==> src/rtl/period_meter.sv <==
// period_meter: measures period and high time of a slow asynchronous square
// wave in clk cycles, and flags when the input stops toggling.
// Optional build macro: GLITCH_FILTER_EN inserts a counter-based glitch filter
// between the synchroniser and the edge detector.
module period_meter #(
    parameter int CNT_W       = 32,
    parameter int TIMEOUT     = 200_000_000,
    parameter int SYNC_STAGES = 2,
    parameter int FILTER_LEN  = 4
) (
    input  logic             clk,
    input  logic             reset_n,
    input  logic             sig_in,
    output logic             meas_valid,
    output logic [CNT_W-1:0] meas_period,
    output logic [CNT_W-1:0] meas_high,
    output logic             timeout,
    output logic             locked
);

    // Elaboration-time parameter sanity checks.
    if ($clog2(TIMEOUT + 1) > CNT_W) begin : g_bad_timeout
        $error("period_meter: TIMEOUT does not fit in CNT_W bits");
    end
    if (SYNC_STAGES < 2) begin : g_bad_sync
        $error("period_meter: SYNC_STAGES must be at least 2");
    end
    if (FILTER_LEN < 1) begin : g_bad_filter
        $error("period_meter: FILTER_LEN must be at least 1");
    end

    localparam logic [CNT_W-1:0] ONE     = CNT_W'(1);
    localparam logic [CNT_W-1:0] TO_LAST = CNT_W'(TIMEOUT - 1);

    typedef enum logic {
        IDLE,
        MEASURE
    } state_t;

    logic [1:0]             rst_pipe;
    logic                   rst_n_int;
    logic [SYNC_STAGES-1:0] sync_q;
    logic                   sig_s;
    logic                   sig_lvl;
    logic                   sig_d;
    logic                   rise;
    state_t                 state;
    logic [CNT_W-1:0]       cnt;
    logic [CNT_W-1:0]       hi_cnt;

    // Reset synchroniser: assertion is immediate, release is aligned to clk.
    // NOTE: sequential state always uses non-blocking (<=) so every flop samples pre-edge values.
    always_ff @(posedge clk or negedge reset_n) begin
        if (!reset_n) rst_pipe <= '0;
        else          rst_pipe <= {rst_pipe[0], 1'b1};
    end
    assign rst_n_int = rst_pipe[1];

    // Multi-flop synchroniser for the asynchronous input.
    always_ff @(posedge clk or negedge rst_n_int) begin
        if (!rst_n_int) sync_q <= '0;
        else            sync_q <= {sync_q[SYNC_STAGES-2:0], sig_in};
    end
    assign sig_s = sync_q[SYNC_STAGES-1];

`ifdef GLITCH_FILTER_EN
    localparam int FW = $clog2(FILTER_LEN + 1);
    localparam logic [FW-1:0] FLT_LAST = FW'(FILTER_LEN - 1);

    logic [FW-1:0] flt_cnt;
    logic          sig_f;

    // Accept a new level only after FILTER_LEN consecutive disagreeing samples.
    always_ff @(posedge clk or negedge rst_n_int) begin
        if (!rst_n_int) begin
            flt_cnt <= '0;
            sig_f   <= 1'b0;
        end else if (sig_s == sig_f) begin
            flt_cnt <= '0;
        end else if (flt_cnt == FLT_LAST) begin
            sig_f   <= sig_s;
            flt_cnt <= '0;
        end else begin
            flt_cnt <= flt_cnt + 1'b1;
        end
    end
    assign sig_lvl = sig_f;
`else
    assign sig_lvl = sig_s;
`endif

    // One-cycle history of the accepted level for rising-edge detection.
    always_ff @(posedge clk or negedge rst_n_int) begin
        if (!rst_n_int) sig_d <= 1'b0;
        else            sig_d <= sig_lvl;
    end
    assign rise = sig_lvl & ~sig_d;

    // Measurement FSM with registered outputs. The rise cycle itself is high,
    // so hi_cnt restarts at one and meas_high can never exceed meas_period.
    always_ff @(posedge clk or negedge rst_n_int) begin
        if (!rst_n_int) begin
            state       <= IDLE;
            cnt         <= '0;
            hi_cnt      <= '0;
            meas_valid  <= 1'b0;
            meas_period <= '0;
            meas_high   <= '0;
            timeout     <= 1'b0;
            locked      <= 1'b0;
        end else begin
            meas_valid <= 1'b0;
            case (state)
                IDLE: begin
                    // First edge after reset or timeout only starts a period.
                    if (rise) begin
                        state   <= MEASURE;
                        locked  <= 1'b1;
                        timeout <= 1'b0;
                        cnt     <= '0;
                        hi_cnt  <= ONE;
                    end
                end
                MEASURE: begin
                    // A rise on the last allowed cycle still counts as a valid period.
                    if (rise) begin
                        meas_valid  <= 1'b1;
                        meas_period <= cnt + ONE;
                        meas_high   <= hi_cnt;
                        cnt         <= '0;
                        hi_cnt      <= ONE;
                        timeout     <= 1'b0;
                    end else if (cnt == TO_LAST) begin
                        timeout <= 1'b1;
                        locked  <= 1'b0;
                        state   <= IDLE;
                    end else begin
                        cnt <= cnt + ONE;
                        if (sig_lvl) hi_cnt <= hi_cnt + ONE;
                    end
                end
                default: begin
                    state  <= IDLE;
                    locked <= 1'b0;
                end
            endcase
        end
    end

endmodule

==> config.mk <==
export PLATFORM = sky130hd
export DESIGN_NAME = period_meter
export DESIGN_NICKNAME = d
export VERILOG_FILES = /design/src/rtl/period_meter.sv
export SDC_FILE = /design/constraint.sdc
export NUM_CORES = 1
export LEC_CHECK = 0
export BUFFER_PORTS_ARGS = -buffer_cell sky130_fd_sc_hd__buf_2
export CELL_PAD_IN_SITES_DETAIL_PLACEMENT = 0
export CELL_PAD_IN_SITES_GLOBAL_PLACEMENT = 1
export CORE_MARGIN = 1.5
export CORE_UTILIZATION = 30
export DETAILED_ROUTE_END_ITERATION = 6
export GPL_TIMING_DRIVEN = 0
export PLACE_DENSITY_LB_ADDON = 0.1
export SLEW_MARGIN = 20
export SYNTH_ARGS = -nofsm -noshare
export SYNTH_HDL_FRONTEND = slang
export SYNTH_SLANG_ARGS = --single-unit
==> constraint.sdc <==
create_clock -name clk -period 4.4 [get_ports clk]
set_input_delay 1.1 -clock clk [delete_from_list [all_inputs] [get_ports clk]]
set_output_delay 1.1 -clock clk [all_outputs]
set_load 0.01 [all_outputs]
After elaboration in Yosys (flattened, before gate mapping)
Cells that the tools add are included.

storage, ports and cells
  bits in registers = 137
  input port bits = 3
  output and inout bits = 67
  word-level logic and storage cells = 50

operators by class
  $add $sub $neg = 2
  eq/ne operators = 7
  mux-type cells = 22
  bitwise operators = 3
  reduce and logical (&&, ||, !) cells = 5

operators by type and width
  operator                                                number
  two-way mux 32 bit                                      7
  case mux 32 bit (2 select lines)                        2
  adder 32 x 1 -> 32 bit (second input constant)          2
  == test 32 x 28 -> 1 bit (second input constant)        1
  two-way mux 1 bit                                       10
  inequality test 3 bit (second input constant)           2
  case mux 1 bit (2 select lines)                         3
  AND reduction 2 bit                                     3
  AND reduction 3 bit                                     2
  inequality test 2 bit (second input constant)           2
  inequality test 3 x 2 -> 1 bit (second input constant)  1
  inequality test 2 x 1 -> 1 bit (second input constant)  1
  inverter 1 bit                                          2
  AND 1 bit                                               1

Logic depth before layout (Yosys ltp)
Gate-level depths: netlist of run 1.

  depth after elaboration = 5
  mapped depth = 8
  depth with buffers taken out = 6

Worst setup path after synthesis of run 1
No wires, ideal clock.

  path type = reg2reg
  start = register cnt[0]
  end = register cnt[1]
  library setup time = 0.132 ns
  arrival = 2.202 ns
  required time = 4.268 ns
  setup slack = 2.066 ns
  stages on the path, launching flop included = 9
  period minus slack after synthesis = 2.334 ns
  cells stage by stage = dfrtp_1 -> ha_1 -> nand3_1 -> or4_4 -> o31ai_4 -> buf_6 -> buf_6 -> mux2i_1 -> nor2_1

between the ends
  longest elaborated chain between the ends = 4
  elaborated cells on any way between the ends = 7

ends and longest elaborated chain
  what                              line  RTL
  from (decl)                       48    logic [CNT_W-1:0] cnt;
  from (signal assigned)            138   cnt <= cnt + ONE;
  adder 32 x 1 -> 32 bit            138
  two-way mux 32 bit                133   end else if (cnt == TO_LAST) begin
  two-way mux 32 bit                126   if (rise) begin
  case mux 32 bit (2 select lines)  113   case (state)

Several ways; a longest one is shown, not always the timed one. The select of a mux whose other input is x is not followed.
A chain may end at the register's enable or synchronous reset.

Worst setup path after layout of run 1
  start = register sync_q[1]
  end = register meas_high[2]

between the ends
  longest elaborated chain between the ends = 2

ends and longest elaborated chain
  what                                  line  RTL
  from (decl)                           42    logic [SYNC_STAGES-1:0] sync_q;
  from (signal assigned)                62    else sync_q <= {sync_q[SYNC_STAGES-2:0], sig_in};
  AND 1 bit                             97    assign rise = sig_lvl & ~sig_d;
  AND reduction 2 bit (no source line)  --
  to (signal assigned)                  129   meas_high <= hi_cnt;
  to (decl)                             16    output logic [CNT_W-1:0] meas_high,

Every way passes these cells.

==> impl_metrics.prom, run 1 <==
# TYPE chip_impl_metric gauge
chip_impl_info{name="post_synth_main_area_contributors",value="sky130_fd_sc_hd__dfrtp_1 (52%), sky130_fd_sc_hd__o21ai_0 (5.0%), sky130_fd_sc_hd__mux2_2 (4.6%), sky130_fd_sc_hd__nand2_1 (4.3%), sky130_fd_sc_hd__o31ai_1 (2.6%)"} 1
chip_impl_info{name="outcome",value="finished clean"} 1
chip_impl_info{name="synth_top_area_cell",value="sky130_fd_sc_hd__dfrtp_1"} 1
chip_impl_metric{name="yosys.cell_types.count",unit=""} 49
chip_impl_info{name="launching_element_type_of_the_critical_path",value="flop"} 1
chip_impl_metric{name="timing_worst_slew_pin_value",unit="ns"} 0.8710
chip_impl_metric{name="power.combinational.fraction",unit=""} 0.078
chip_impl_metric{name="detail_route.first_pass.iterations",unit=""} 4
chip_impl_metric{name="synth-edff-count",unit=""} 0
chip_impl_metric{name="cts-root-to-sink-buffers",unit=""} 2
chip_impl_metric{name="htree_num_levels",unit=""} 4
chip_impl_info{name="synth_commonest_cells",value="sky130_fd_sc_hd__dfrtp_1 (137), sky130_fd_sc_hd__nand2_1 (76), sky130_fd_sc_hd__o21ai_0 (66)"} 1
chip_impl_metric{name="dp.final_hpwl",unit="µm"} 13610
chip_impl_metric{name="finalNetCount",unit=""} 767
chip_impl_metric{name="die_width",unit="µm"} 151.6
chip_impl_metric{name="coreArea",unit="µm²"} 21760
chip_impl_metric{name="syn2layout_area_growth",unit="%"} 21.35
chip_impl_metric{name="post_cts_buffers",unit=""} 0
chip_impl_metric{name="clock.fmax",unit="MHz"} 345.7
chip_impl_metric{name="clkSlewWorstSetupHoldPaths",unit="ns"} 0.06
chip_impl_metric{name="cap_violations",unit=""} 0
chip_impl_metric{name="fp-row-count",unit=""} 54
chip_impl_metric{name="clock_insertion_delay_worst_skew",unit="ns"} 0.42
chip_impl_metric{name="drt_iter0_drcs",unit=""} 331
chip_impl_metric{name="synth-warning-count",unit=""} 0
chip_impl_metric{name="power.clock.fraction",unit=""} 0.492
chip_impl_metric{name="die_height",unit="µm"} 151.6
chip_impl_metric{name="route.detailed.vias_per_inst",unit=""} 5.170
chip_impl_metric{name="route.vias.total",unit=""} 5454
chip_impl_info{name="criticalPathCategory",value="flop to flop"} 1
chip_impl_info{name="cp_capture_type",value="flop"} 1
chip_impl_metric{name="min_period_over_period",unit=""} 0.6574
chip_impl_metric{name="post_route_cells_drive_above_1_share",unit=""} 0.1935
chip_impl_metric{name="maxSlewHeadroom",unit=""} 0.4145
chip_impl_metric{name="avg_cell_area_syn",unit="µm²"} 9.870
chip_impl_metric{name="grt_usage",unit=""} 0.1756
chip_impl_metric{name="route.antenna.remaining_nets",unit=""} 0
chip_impl_metric{name="final.min_clock_period",unit="ns"} 2.893
chip_impl_metric{name="routed_wl",unit="µm"} 19280
chip_impl_metric{name="clock_skew",unit="ns"} 0.009085
chip_impl_metric{name="cellPowerDensity",unit="nW/µm²"} 404.9
chip_impl_metric{name="area.sequential",unit="µm²"} 3432
chip_impl_metric{name="final.hold.worst_slack",unit="ns"} 0.2534
chip_impl_metric{name="diodes",unit=""} 0
chip_impl_metric{name="clock_sinks",unit=""} 137
chip_impl_metric{name="seq_power_share",unit=""} 0.430
chip_impl_metric{name="multi_input_area",unit="µm²"} 2918
chip_impl_metric{name="die_area",unit="µm²"} 22980
chip_impl_metric{name="worstPathMaxFanout",unit=""} 10
chip_impl_metric{name="worst_ep_required_time",unit="ns"} 4.70
chip_impl_metric{name="grt_first_pass_wirelength",unit="µm"} 30470
chip_impl_metric{name="cp_data_arrival_time",unit="ns"} 3.19
chip_impl_metric{name="mappedNetlistArea",unit="µm²"} 6623
chip_impl_info{name="most_repeated_cell_in_the_gate_level_netlist_after_synthesis",value="sky130_fd_sc_hd__dfrtp_1"} 1
chip_impl_metric{name="synth_instances",unit=""} 671
chip_impl_metric{name="max-vdd-ir-drop",unit="mV"} 0.2224
chip_impl_metric{name="grt_start_max_net_pins",unit=""} 46
chip_impl_metric{name="globalRoute.totalOverflow",unit=""} 0
chip_impl_metric{name="synth_seq_cells",unit=""} 137
chip_impl_info{name="hold_path.class",value="flop to async pin"} 1
chip_impl_info{name="clockRootBuffer",value="sky130_fd_sc_hd__clkbuf_16"} 1
chip_impl_metric{name="buffer_ports.inserted",unit=""} 69
chip_impl_metric{name="routed_wire_length_per_instance",unit="µm"} 18.28
chip_impl_metric{name="cts_resized",unit=""} 0
chip_impl_metric{name="synth.yosys.seq_area_share",unit=""} 0.5177
chip_impl_metric{name="tritoncts.num_buffers",unit=""} 17
chip_impl_metric{name="synthesized_net_count",unit=""} 676
chip_impl_metric{name="total_internal_power",unit="mW"} 2.434
chip_impl_info{name="cts_tree",value="yes"} 1
chip_impl_metric{name="power_switching",unit="mW"} 0.8201
chip_impl_info{name="dominantRegCellSynth",value="sky130_fd_sc_hd__dfrtp_1"} 1
chip_impl_metric{name="swShare",unit=""} 0.2521
chip_impl_metric{name="fillers",unit=""} 2247
chip_impl_metric{name="number_of_global_route_vias_before_repair",unit=""} 5472
chip_impl_metric{name="hold_viol_final",unit=""} 0
chip_impl_metric{name="static-leakage-power",unit="nW"} 3.478
chip_impl_info{name="rsz0062_at_grt",value="false"} 1
chip_impl_metric{name="setup_viol",unit=""} 0
chip_impl_metric{name="async_flop_share",unit=""} 1.000
chip_impl_metric{name="yosysTopAreaCellShare",unit=""} 0.5177
chip_impl_metric{name="boundaryPins",unit=""} 70
chip_impl_metric{name="start_util",unit=""} 0.3044
chip_impl_metric{name="design_power_total",unit="mW"} 3.254
chip_impl_metric{name="cts-hold-fix-buffers",unit=""} 0
chip_impl_metric{name="number_of_antenna_violations_at_the_first_check_in_global_routing",unit=""} 0
chip_impl_metric{name="gp_congestion",unit=""} 0.8204
chip_impl_metric{name="maxSlewViolCount",unit=""} 0
chip_impl_metric{name="drc_errors",unit=""} 0
-- area by class of cell --
cell class              instances  area share
flip-flops and latches        137      0.4271
multi-input cells             474      0.3631
clock buffers                  18     0.05340
repair buffers                 72     0.05138
well taps                     280     0.04359
plain buffers                  45     0.02740
clock inverters                14     0.02709
inverters                      15    0.007006
-- stage by stage --
stage            util  setup TNS, ns  cells  area (µm²)  setup slack, ns
4_1_cts        0.3694              0   1055        8036            1.439
3_5_place_dp   0.3397              0   1023        7390            1.443
3_3_place_gp   0.3364        -230.40   1020        7318           -1.720
2_1_floorplan       -              0    671        6623           0.3004
5_1_grt        0.3694              0   1055        8036            1.289
6_report       0.3694              0   1055        8036            1.507
-- kinds of logic (layout without fill, tap and decap cells) --
logic type / count (synthesis) / after routing / share of synthesized area
muxes: 28 / 28 / 0.04742
other: 1 / 1 / 0.0005662
DFF: 137 / 137 / 0.5177
adders and majority gates: 2 / 2 / 0.003778
and+or+nand+nor: 241 / 241 / 0.1946
AOI/OAI and AO/OA: 172 / 172 / 0.1545
buffers and inverters: 60 / 164 / 0.04175
xor gates and xnor gates: 30 / 30 / 0.03967
-- worst paths after layout --
| kind | startpoint | slack (ns) | end | cells after the start |
|---|---|---|---|---|
| worst max-delay path | sync_q[1] | 1.51 | meas_high[2] | 7 |
| worst min-delay path | rst_pipe[1] | 0.25 | meas_high[10] | 0 |
| worst max register to register | sync_q[1] | 1.51 | meas_high[2] | 7 |
| worst min register to register | rst_pipe[1] | 0.25 | meas_high[10] | 0 |
| max in group asynchronous | rst_pipe[1] | 3.08 | state | 3 |
| min in group clk | rst_pipe[0] | 0.35 | rst_pipe[1] | 0 |
-- cells in the final DEF, fill, tap and decap left out, types with 5 or more instances in the layout --
master	count
sky130_fd_sc_hd__dfrtp_1	136
sky130_fd_sc_hd__o31ai_1	23
sky130_fd_sc_hd__nand4_1	21
sky130_fd_sc_hd__clkbuf_1	33
sky130_fd_sc_hd__nor2_1	21
sky130_fd_sc_hd__nor3_1	10
sky130_fd_sc_hd__mux2_2	27
sky130_fd_sc_hd__inv_1	14
sky130_fd_sc_hd__o21ai_1	14
sky130_fd_sc_hd__o21ai_0	66
sky130_fd_sc_hd__a31oi_1	12
sky130_fd_sc_hd__a21oi_1	34
sky130_fd_sc_hd__buf_2	73
sky130_fd_sc_hd__xnor2_1	14
sky130_fd_sc_hd__bufinv_16	5
sky130_fd_sc_hd__o211ai_1	9
sky130_fd_sc_hd__nand2_1	76
sky130_fd_sc_hd__nor4_1	7
sky130_fd_sc_hd__nand3_1	25
sky130_fd_sc_hd__nand2b_1	9
sky130_fd_sc_hd__and3_1	10
sky130_fd_sc_hd__or3_1	23
sky130_fd_sc_hd__or4_1	19
sky130_fd_sc_hd__clkbuf_16	17
sky130_fd_sc_hd__xor2_1	16
-- power groups by stage --
stage / combinational (mW) / clock, mW / sequential, mW
after floorplan: 0.127 / 0 / 1.43
after global placement: 0.227 / 0 / 1.44
after detailed placement: 0.259 / 0 / 1.42
after CTS: 0.262 / 1.64 / 1.40
after global routing: 0.285 / 1.69 / 1.41
final: 0.254 / 1.60 / 1.40
-- per-layer routing --
metal | global-route usage | part of all wire
met4 | 0.06442 | 0.021
met3 | 0.02934 | 0.027
met2 | 0.3041 | 0.50
met5 | 0 | 0
met1 | 0.2194 | 0.45
-- state kept, by name (all words and copies together) (netlist names) --
register and cells:
state 1, locked 1, rst_pipe 2, meas_period 32, cnt 32, sig_d 1
hi_cnt 32, meas_valid 1, timeout 1, meas_high 32, sync_q 2
-- critical path: stages (launching register included) --
cell and delay, ns:
sky130_fd_sc_hd__dfrtp_1 0.38, sky130_fd_sc_hd__clkbuf_1 0.22, sky130_fd_sc_hd__nor2b_1 0.19, sky130_fd_sc_hd__clkbuf_1 0.19, sky130_fd_sc_hd__nand2_1 0.24, sky130_fd_sc_hd__clkbuf_1 0.64, sky130_fd_sc_hd__clkbuf_1 0.53, sky130_fd_sc_hd__mux2_2 0.40
No activity file was read; power rests on OpenSTA's default activity.
==> run 2, diff against run 1 <==
Clock period 4.4 ns to 2.56 ns, I/O delays scaled along.
==> run 2 against run 1 <==
  * Register-to-register slack lost 1.4 ns
  * Core utilization grew 0.40 points
  * Flip-flop and latch count is the same
  * Combinational power grew 79%
  * Critical path type unchanged
==> impl_metrics.prom, run 2 (synthesis gave the netlist of run 1 again) <==
# TYPE chip_impl_metric gauge
chip_impl_metric{name="die_width",unit="µm"} 151.6
chip_impl_metric{name="clock_sinks",unit=""} 137
chip_impl_metric{name="gp_congestion",unit=""} 0.8075
chip_impl_metric{name="grt_start_max_net_pins",unit=""} 50
chip_impl_metric{name="worst_ep_required_time",unit="ns"} 2.85
chip_impl_metric{name="detail_route.first_pass.iterations",unit=""} 4
chip_impl_metric{name="finished_cell_area",unit="µm²"} 8124
chip_impl_metric{name="total_negative_slack",unit="ns"} 0
chip_impl_metric{name="drc_errors",unit=""} 0
chip_impl_metric{name="cp_data_arrival_time",unit="ns"} 2.73
chip_impl_info{name="cts_tree",value="yes"} 1
chip_impl_metric{name="cap_violations",unit=""} 0
chip_impl_metric{name="placed_cells",unit=""} 1022
chip_impl_metric{name="seq_power_share",unit=""} 0.450
chip_impl_info{name="worst_r2r_startpoint",value="cnt[28]"} 1
chip_impl_metric{name="globalRoute.totalOverflow",unit=""} 0
chip_impl_metric{name="hold_viol_final",unit=""} 0
chip_impl_metric{name="post_route_cells_drive_above_1_share",unit=""} 0.2157
chip_impl_metric{name="die_area",unit="µm²"} 22980
chip_impl_metric{name="max-vdd-ir-drop",unit="mV"} 0.4008
chip_impl_metric{name="coreArea",unit="µm²"} 21760
chip_impl_metric{name="fin_util",unit=""} 0.3734
chip_impl_metric{name="dp.final_hpwl",unit="µm"} 13280
chip_impl_metric{name="final-instance-count-excl-fill",unit=""} 1059
chip_impl_metric{name="maxSlewViolCount",unit=""} 0
chip_impl_metric{name="clock_insertion_delay_worst_skew",unit="ns"} 0.43
chip_impl_metric{name="maxSlewHeadroom",unit=""} 0.5033
chip_impl_metric{name="routed_wire_length_per_instance",unit="µm"} 17.89
chip_impl_metric{name="swShare",unit=""} 0.2573
chip_impl_info{name="cp_capture_type",value="flop"} 1
chip_impl_metric{name="min_period_over_period",unit=""} 0.9548
chip_impl_metric{name="post_dp_cell_area",unit="µm²"} 7377
chip_impl_metric{name="grt_first_pass_wirelength",unit="µm"} 30650
chip_impl_info{name="holdCritStartpoint",value="sig_in"} 1
chip_impl_info{name="rsz0062_at_grt",value="false"} 1
chip_impl_metric{name="cts-root-to-sink-buffers",unit=""} 2
chip_impl_metric{name="number_of_global_route_vias_before_repair",unit=""} 5478
chip_impl_metric{name="syn2layout_area_growth",unit="%"} 22.67
chip_impl_metric{name="clkSlewWorstSetupHoldPaths",unit="ns"} 0.06
chip_impl_info{name="layout_common_cells",value="sky130_fd_sc_hd__dfrtp_1 (133), sky130_fd_sc_hd__nand2_1 (76), sky130_fd_sc_hd__buf_2 (72)"} 1
chip_impl_metric{name="start_util",unit=""} 0.3044
chip_impl_metric{name="finalNetCount",unit=""} 771
chip_impl_metric{name="buffer_ports.inserted",unit=""} 69
chip_impl_metric{name="power.combinational.fraction",unit=""} 0.085
chip_impl_metric{name="tritoncts.num_buffers",unit=""} 17
chip_impl_metric{name="number_of_antenna_violations_at_the_first_check_in_global_routing",unit=""} 0
chip_impl_metric{name="route.vias.total",unit=""} 5522
chip_impl_metric{name="static-leakage-power",unit="nW"} 3.561
chip_impl_metric{name="power.clock.fraction",unit=""} 0.465
chip_impl_metric{name="final.min_clock_period",unit="ns"} 2.444
chip_impl_metric{name="route.detailed.vias_per_inst",unit=""} 5.214
chip_impl_metric{name="grt_usage",unit=""} 0.1772
chip_impl_metric{name="cellPowerDensity",unit="nW/µm²"} 658.7
chip_impl_metric{name="total_internal_power",unit="mW"} 3.974
chip_impl_metric{name="setup_viol",unit=""} 0
chip_impl_metric{name="final.hold.worst_slack",unit="ns"} 0.3176
chip_impl_info{name="outcome",value="finished clean"} 1
chip_impl_metric{name="timing_worst_slew_pin_value",unit="ns"} 0.7383
chip_impl_metric{name="die_height",unit="µm"} 151.6
chip_impl_metric{name="diodes",unit=""} 0
chip_impl_info{name="critPathLaunch",value="cnt[28]"} 1
chip_impl_metric{name="htree_num_levels",unit=""} 4
chip_impl_info{name="mostFrequentLayoutCell",value="sky130_fd_sc_hd__dfrtp_1"} 1
chip_impl_metric{name="boundaryPins",unit=""} 70
chip_impl_info{name="hold_path.class",value="primary input to flop"} 1
chip_impl_metric{name="power_switching",unit="mW"} 1.377
chip_impl_metric{name="clock_skew",unit="ns"} 0.01021
chip_impl_metric{name="clock.fmax",unit="MHz"} 409.1
chip_impl_metric{name="route.antenna.remaining_nets",unit=""} 0
chip_impl_metric{name="fp-row-count",unit=""} 54
chip_impl_metric{name="routed_wl",unit="µm"} 18950
chip_impl_info{name="clockRootBuffer",value="sky130_fd_sc_hd__clkbuf_16"} 1
chip_impl_info{name="launching_element_type_of_the_critical_path",value="flop"} 1
chip_impl_metric{name="worstPathMaxFanout",unit=""} 10
chip_impl_metric{name="drt_iter0_drcs",unit=""} 333
chip_impl_info{name="criticalPathCategory",value="flop to flop"} 1
[run 2: cell types whose count changed in the layout (fill, tap and decap cells not counted), moves of 3 or more]
cell                         before  now
sky130_fd_sc_hd__dfrtp_1        136  133
sky130_fd_sc_hd__bufinv_16        5    2
sky130_fd_sc_hd__clkbuf_1        33   24
sky130_fd_sc_hd__dfrtp_2          0    3
sky130_fd_sc_hd__clkbuf_2         1    8
sky130_fd_sc_hd__clkinvlp_4       0    3
sky130_fd_sc_hd__clkbuf_8         0    3
sky130_fd_sc_hd__buf_8            0    5
[run 2: path summary, 6_finish.rpt]
kind / slack (ns) / cells after the start / to
worst max-delay path: 0.12 / 8 / cnt[0]
worst min-delay path: 0.32 / 1 / sync_q[0]
worst max register to register: 0.12 / 8 / cnt[0]
worst min register to register: 0.34 / 0 / meas_high[5]
max in group asynchronous: 1.52 / 1 / cnt[28]
min in group asynchronous: 0.34 / 0 / meas_high[5]
[run 2: area by class of cell]
| type | instances | area, µm² |
|---|---|---|
| Fill cell | 2234 | 13630 |
| Sequential cell | 137 | 3436 |
| Multi-Input combinational cell | 474 | 2978 |
| Clock buffer | 21 | 470.5 |
| Timing Repair Buffer | 78 | 459.2 |
| Tap cell | 280 | 350.3 |
| Buffer | 43 | 254.0 |
| Clock inverter | 11 | 120.1 |
| Inverter | 15 | 56.30 |
[run 2: per-layer routing]
layer / part of all wire / global-route usage / wire length [µm] / vias to the layer above
li1: - / - / - / 2663
met1: 0.45 / 0.2202 / 8482 / 2769
met2: 0.52 / 0.3073 / 9815 / 82
met3: 0.025 / 0.03802 / 480 / 8
met4: 0.0090 / 0.05385 / 171 / 0
met5: 0 / 0 / 0 / -
[run 2: stage by stage]
step / power (mW) / setup slack, ns
finish: 5.351 / 0.1158
global route: 5.601 / 0.001256
CTS: 5.434 / 0.009682
detailed placement: 2.883 / -0.3911
global placement: 2.864 / -0.7947
floorplan: 2.677 / 0.2260
[run 2: what timing repair did]
item                                    CTS  global route
cloned                                    0             0
hold buffers                              1             0
pin swaps                                 1             4
endpoints found under the setup margin  100            87
buffers inserted                          3             3
gates resized for setup                  12            24
hold endpoints to repair                  2             0
[run 2: power by group through the flow]
stage	sequential, mW	combinational, mW	clock (mW)
3_3_place_gp	2.47	0.391	0
3_5_place_dp	2.45	0.438	0
4_1_cts	2.41	0.463	2.56
2_1_floorplan	2.46	0.219	0
5_1_grt	2.43	0.515	2.65
6_report	2.41	0.455	2.49
[run 2: critical path: stages, from the launching register on]
cell	delay [ns]
sky130_fd_sc_hd__dfrtp_2	0.44
sky130_fd_sc_hd__or3_1	0.39
sky130_fd_sc_hd__or4_4	0.59
sky130_fd_sc_hd__o31ai_4	0.22
sky130_fd_sc_hd__buf_6	0.15
sky130_fd_sc_hd__buf_8	0.16
sky130_fd_sc_hd__buf_8	0.16
sky130_fd_sc_hd__xor2_1	0.14
sky130_fd_sc_hd__nor2_1	0.05
